[src/rtl/spi_ram_pkg.sv]
// Shared types and command encodings for the SPI-accessible RAM peripheral.
package spi_ram_pkg;

  localparam int FRAME_W = 10;

  typedef enum logic [2:0] {
    IDLE,
    CHK_CMD,
    WRITE,
    READ_ADD,
    READ_DATA
  } state_t;

  localparam logic [1:0] CMD_WR_ADDR = 2'b00;
  localparam logic [1:0] CMD_WR_DATA = 2'b01;
  localparam logic [1:0] CMD_RD_ADDR = 2'b10;
  localparam logic [1:0] CMD_RD_DATA = 2'b11;

endpackage

[src/rtl/spi_ram_mem.sv]
// Single-port byte RAM with the command decoder acting on each received frame.
module spi_ram_mem
  import spi_ram_pkg::*;
#(
  parameter int MEM_DEPTH = 256,
  parameter int ADDR_SIZE = 8
) (
  input  logic               clk,
  input  logic               rst_n,
  input  logic [FRAME_W-1:0] rx_data,
  input  logic               rx_valid,
  output logic [7:0]         dout,
  output logic               tx_valid
);

  logic [7:0]           mem [MEM_DEPTH];
  logic [ADDR_SIZE-1:0] wr_addr;
  logic [ADDR_SIZE-1:0] rd_addr;
  logic [1:0]           cmd;

  assign cmd = rx_data[FRAME_W-1:FRAME_W-2];

  always_ff @(posedge clk) begin
    if (rst_n) begin
      wr_addr  <= '0;
      rd_addr  <= '0;
      tx_valid <= 1'b0;
    end else begin
      tx_valid <= 1'b0;
      if (rx_valid) begin
        case (cmd)
          CMD_WR_ADDR: wr_addr  <= rx_data[ADDR_SIZE-1:0];
          CMD_RD_ADDR: rd_addr  <= rx_data[ADDR_SIZE-1:0];
          CMD_RD_DATA: tx_valid <= 1'b1;
          default:     ;
        endcase
      end
    end
  end

  // Array and read register carry data only, so they stay out of reset.
  always_ff @(posedge clk) begin
    if (rx_valid && cmd == CMD_WR_DATA) mem[wr_addr] <= rx_data[7:0];
    if (rx_valid && cmd == CMD_RD_DATA) dout <= mem[rd_addr];
  end

endmodule

[src/rtl/spi_ram_wrapper.sv]
// SPI slave front-end (clk doubles as SCLK) feeding the on-chip RAM and
// serialising read data back on MISO.
module spi_ram_wrapper
  import spi_ram_pkg::*;
#(
  parameter int MEM_DEPTH = 256,
  parameter int ADDR_SIZE = 8
) (
  input  logic clk,
  input  logic rst_n,
  input  logic MOSI,
  input  logic SS_N,
  output logic MISO
);

  state_t             state;
  logic [3:0]         bit_cnt;
  logic [FRAME_W-1:0] shift_reg;
  logic               rx_valid;
  logic               tx_valid;
  logic [7:0]         dout;
  logic               rd_held;
  logic               tx_busy;
  logic [2:0]         tx_cnt;
  logic [6:0]         tx_buf;

  // Frame receive FSM: bit 9 arrives in CHK_CMD, bits 8..0 in the data states.
  always_ff @(posedge clk) begin
    if (rst_n) begin
      state     <= IDLE;
      bit_cnt   <= '0;
      shift_reg <= '0;
      rx_valid  <= 1'b0;
    end else begin
      rx_valid <= 1'b0;
      if (SS_N) begin
        state   <= IDLE;
        bit_cnt <= '0;
      end else begin
        case (state)
          IDLE: begin
            state   <= CHK_CMD;
            bit_cnt <= '0;
          end
          CHK_CMD: begin
            shift_reg <= {shift_reg[FRAME_W-2:0], MOSI};
            bit_cnt   <= 4'd1;
            if (!MOSI)        state <= WRITE;
            else if (rd_held) state <= READ_DATA;
            else              state <= READ_ADD;
          end
          WRITE, READ_ADD, READ_DATA: begin
            // Extra clocks after a full frame are ignored until SS_N rises.
            if (bit_cnt < 4'(FRAME_W)) begin
              shift_reg <= {shift_reg[FRAME_W-2:0], MOSI};
              bit_cnt   <= bit_cnt + 4'd1;
              if (bit_cnt == 4'(FRAME_W - 1)) rx_valid <= 1'b1;
            end
          end
          default: state <= IDLE;
        endcase
      end
    end
  end

  // Readback serialiser and read-address-held flag.
  always_ff @(posedge clk) begin
    if (rst_n) begin
      MISO    <= 1'b0;
      tx_busy <= 1'b0;
      tx_cnt  <= '0;
      rd_held <= 1'b0;
    end else begin
      if (rx_valid && shift_reg[FRAME_W-1:FRAME_W-2] == CMD_RD_ADDR) rd_held <= 1'b1;
      if (SS_N) begin
        MISO    <= 1'b0;
        tx_busy <= 1'b0;
      end else if (tx_valid && state == READ_DATA) begin
        MISO    <= dout[7];
        tx_buf  <= dout[6:0];
        tx_cnt  <= 3'd7;
        tx_busy <= 1'b1;
      end else if (tx_busy) begin
        if (tx_cnt != 3'd0) begin
          MISO   <= tx_buf[6];
          tx_buf <= {tx_buf[5:0], 1'b0};
          tx_cnt <= tx_cnt - 3'd1;
        end else begin
          MISO    <= 1'b0;
          tx_busy <= 1'b0;
          rd_held <= 1'b0;
        end
      end else begin
        MISO <= 1'b0;
      end
    end
  end

  spi_ram_mem #(
    .MEM_DEPTH(MEM_DEPTH),
    .ADDR_SIZE(ADDR_SIZE)
  ) u_mem (
    .clk      (clk),
    .rst_n    (rst_n),
    .rx_data  (shift_reg),
    .rx_valid (rx_valid),
    .dout     (dout),
    .tx_valid (tx_valid)
  );

endmodule

[config.mk]
export PLATFORM = sky130hd
export DESIGN_NAME = spi_ram_wrapper
export DESIGN_NICKNAME = d
export VERILOG_FILES = /design/src/rtl/spi_ram_pkg.sv /design/src/rtl/spi_ram_mem.sv /design/src/rtl/spi_ram_wrapper.sv
export SDC_FILE = /design/constraint.sdc
export NUM_CORES = 2
export LEC_CHECK = 0
export ABC_CLOCK_PERIOD_IN_PS = 5210
export CELL_PAD_IN_SITES_DETAIL_PLACEMENT = 0
export CELL_PAD_IN_SITES_GLOBAL_PLACEMENT = 2
export CORE_UTILIZATION = 30
export CTS_CLUSTER_SIZE = 12
export DETAILED_ROUTE_END_ITERATION = 7
export HOLD_SLACK_MARGIN = 0.02
export PLACE_DENSITY_LB_ADDON = 0.2
export SKIP_CTS_REPAIR_TIMING = 1
export SLEW_MARGIN = 40
export SYNTH_ARGS = -nofsm -noshare
export SYNTH_HDL_FRONTEND = slang
export SYNTH_SLANG_ARGS = --single-unit
[constraint.sdc]
create_clock -name clk -period 5.21 [get_ports clk]
set_input_delay 1.563 -clock clk [delete_from_list [all_inputs] [get_ports clk]]
set_output_delay 1.563 -clock clk [all_outputs]
set_load 0.01 [all_outputs]
==> metrics <==
status=finished, final reports clean; Unique masters post-synth=between 50 and 60; Critical Path Fanout Max=44; Comb pwr share=0.2%; Synth Register Bits=2,104; part of the power in registers=between 50% and 60%; vias per cell=4.962; DRC viols=0; final worst path period share=77.85%; Sum Neg Setup Slack=0 ns; Starting DRT DRC Count=approximately 3,200; Detailed Routing Iterations Pass 1=7; Post-synth EDFFs=2,063; total power=between 0.03 and 0.04 W; syn_area_per_cell=21.48 um^2; final hold vios=0; post-synth net total=roughly 3,800; setup violators final=0; Req. time, crit path=5.80 ns; Routed WL=roughly 220,000 um; register area share after synthesis=between 70% and 80%; row count=roughly 190; die span in y=about 520 um; Post-Synthesis Cells=about 3,800; Area Growth Syn to Fin=15.54%; synth warn=0; Max VDD drop=~0.25 mV; PortBufs=4; crit-path cells=buf_12 > buf_12 > buf_4 > mux4_2 > mux4_2 > a22o_1 > nor3_1 > nor4_1; root buf cell=clkbuf_16; Final Cell Area=~94,000 um^2; Hold Crit Class=flop to flop; max reg flops=2,048; CTS tree=done; routed len/inst=slightly below 30 um; Finished Layout Cells=~7,700; Critical Path Slowest Stage Cell=nor3_1; Max-Cap Viols=0; Initial Util=between 30% and 40%; via count=just under 40,000; layout cells sized above 1=30.10%; CTS Buf Count=about 230; Overall Global Routing Usage=between 10% and 20%; Chip Width=between 500 and 600 um; Top FF cell, synth=edfxtp_1; CTS clk-pin slew, worst paths=about 0.060 ns; Routed Antenna Nets=0; RSZ-0062 raised after global routing=no; Net Sw Frac=about a fifth; Relative slew margins=between 40% and 50%; IO Pins=5; element type at the critical path start=flop; Mapped Area=81,710 um^2; final-report max-slew violation count=0; leakage power=~26 nW; Placer Congestion=around 0.75; Max clock buf depth=3; critical path data arrival time=about 4.7 ns; latest clock arrival within the worst-skew pair=0.87 ns; Core Area=270,800 um^2; kind of critical path=flop to flop; Pwr per Cell Area=356.6 nW/um^2; vias in the first global route=approximately 40,000; Worst-Margin Slew=0.8605 ns; # H-tree levels=4; largest net degree at the start of global routing=between 150 and 200; CP Capture Type=flop; max frequency=~0.25 GHz; CTS sink cnt=2,104; dpl hpwl=about 140,000 um; min cycle time layout=around 4.1 ns; initial antenna violation count=11; Net Sw Power=roughly 0.0067 W; placed cells=approximately 7,300; asr flop ratio synth=0%; Overflow after GRT=0; max incr delay on CP=about 0.60 ns; Max Clock Skew=between 0.04 and 0.05 ns; Die ar.=approximately 270,000 um^2; global-route wire length before repair=316,100 um; internal power=about 0.027 W; fin nets=~4,000; Placement Cell Area=approximately 87,000 um^2; worst hold margin=approximately 0.48 ns; Clk pwr share=45.4%
## critical path: cells and delay by family (launching register included)
family                 cells  cell delay, ns
AO/OA/AOI/OAI              1            0.28
buffers and inverters      3            0.99
flip-flops                 1            0.59
multiplexers               2            1.08
AND/OR/NAND/NOR            2            0.73
## worst paths after layout
kind	start	to	slack (ns)	cells past startpoint
setup / recovery	u_mem.rd_addr[0]	u_mem.dout[2]	1.15	8
hold / removal	tx_cnt[0]	tx_cnt[0]	0.48	1
setup reg to reg	u_mem.rd_addr[0]	u_mem.dout[2]	1.15	8
hold reg to reg	tx_cnt[0]	tx_cnt[0]	0.48	1
## final cells by class
type,count,area [um^2]
Antenna cell,1,2.502
Timing Repair Buffer,191,1941
Clock inverter,115,991.0
Tap cell,3570,4467
Sequential cell,2104,62820
Clock buffer,285,5941
Inverter,12,47.55
Multi-Input combinational cell,1462,18210
Fill cell,25000,176300
## Yosys cell counts (2+ instances only)
master     count  area [um^2]
mux2_2        25        281.5
nor2b_1       17        106.4
buf_6         19        214.0
o221ai_1      50        437.9
a211oi_1      12        90.09
edfxtp_1    2063        61950
and3b_1        3        26.28
nor3b_1        5        37.54
ha_1           4        50.05
and2_1         4        25.02
nand3b_1       2        15.01
a221oi_1      13        113.9
o2bb2ai_1      3        26.28
nor2_1       316         1186
a22oi_1       24        180.2
o21ai_0       30        150.1
clkbuf_1     106        397.9
o31a_1         4        35.03
dfxtp_1       41        820.8
nand4_1        3        18.77
o31ai_1        3        22.52
a31oi_1        3        18.77
nor4_1         4        25.02
nand3_1       32        160.2
nand2_1       77        289.0
a22o_1         9        78.83
inv_1         11        41.29
buf_4         26        195.2
a41oi_1        2        17.52
buf_1         16        60.06
mux4_2       532        11980
and3_1        14        87.58
mux2i_1      146         1461
buf_2         50        250.2
a21oi_1       41        205.2
buf_8          8        120.1
o22ai_1       25        156.4
or3_1          9        56.30
nor3_1        28        140.1
o211ai_1       2        15.01
nand2b_1      10        62.56
## logic make-up after synthesis
group | synth area share (%)
AO/OA/AOI/OAI | 1.954
buffers and inverters | 1.594
adder cells (fa/ha/maj) | 0.06125
AND/OR/NAND/NOR | 2.767
XOR/XNOR | 0.01072
multiplexers | 16.80
flip-flops | 76.82
## cells in the final DEF (no fill, tap or decap), types with 5 or more instances in the layout
| cell type | synthesis | routed |
|---|---|---|
| a211oi_1 | 12 | 10 |
| a21oi_1 | 41 | 40 |
| a221oi_1 | 13 | 13 |
| a22o_1 | 9 | 9 |
| a22oi_1 | 24 | 24 |
| and3_1 | 14 | 13 |
| buf_12 | 1 | 35 |
| buf_4 | 26 | 145 |
| buf_6 | 19 | 5 |
| bufinv_16 | 0 | 12 |
| clkbuf_1 | 106 | 56 |
| clkbuf_16 | 0 | 229 |
| clkinv_1 | 0 | 53 |
| clkinv_2 | 0 | 37 |
| dfxtp_1 | 41 | 28 |
| dfxtp_4 | 0 | 12 |
| edfxtp_1 | 2063 | 2063 |
| inv_1 | 11 | 10 |
| mux2_2 | 25 | 25 |
| mux2i_1 | 146 | 146 |
| mux4_2 | 532 | 532 |
| nand2_1 | 77 | 70 |
| nand2_2 | 0 | 7 |
| nand2b_1 | 10 | 8 |
| nand3_1 | 32 | 22 |
| nand3_2 | 0 | 10 |
| nor2_1 | 316 | 144 |
| nor2_2 | 0 | 171 |
| nor2b_1 | 17 | 16 |
| nor3_1 | 28 | 27 |
| o21ai_0 | 30 | 23 |
| o21ai_1 | 0 | 7 |
| o221ai_1 | 50 | 50 |
| o22ai_1 | 25 | 25 |
## metal layers
layer	routed length (um)	up-vias	GRT usage, %
met2	106700	885	26.08
met3	9761	268	2.653
met5	7	-	0
met4	4590	2	4.094
li1	-	16280	-
met1	102100	20970	23.18
## power by group through the flow
| stage | logic [W] | clock network [W] | registers [W] |
|---|---|---|---|
| after global routing | 0.0000654 | 0.0163 | 0.0183 |
| after floorplan | 0.0000142 | 0 | 0.0187 |
| after CTS | 0.0000609 | 0.0157 | 0.0183 |
| after global placement | 0.0000595 | 0 | 0.0187 |
| after detailed placement | 0.0000609 | 0 | 0.0187 |
| final | 0.0000598 | 0.0153 | 0.0183 |
## metrics by stage
step	setup WS (ns)	utilization, %
2_1_floorplan	0.9030	-
3_3_place_gp	0.5977	32.05
3_5_place_dp	1.108	32.25
4_1_cts	1.106	34.81
5_1_grt	1.032	34.87
6_report	1.154	34.87
Power figures use the tool's default switching activity.
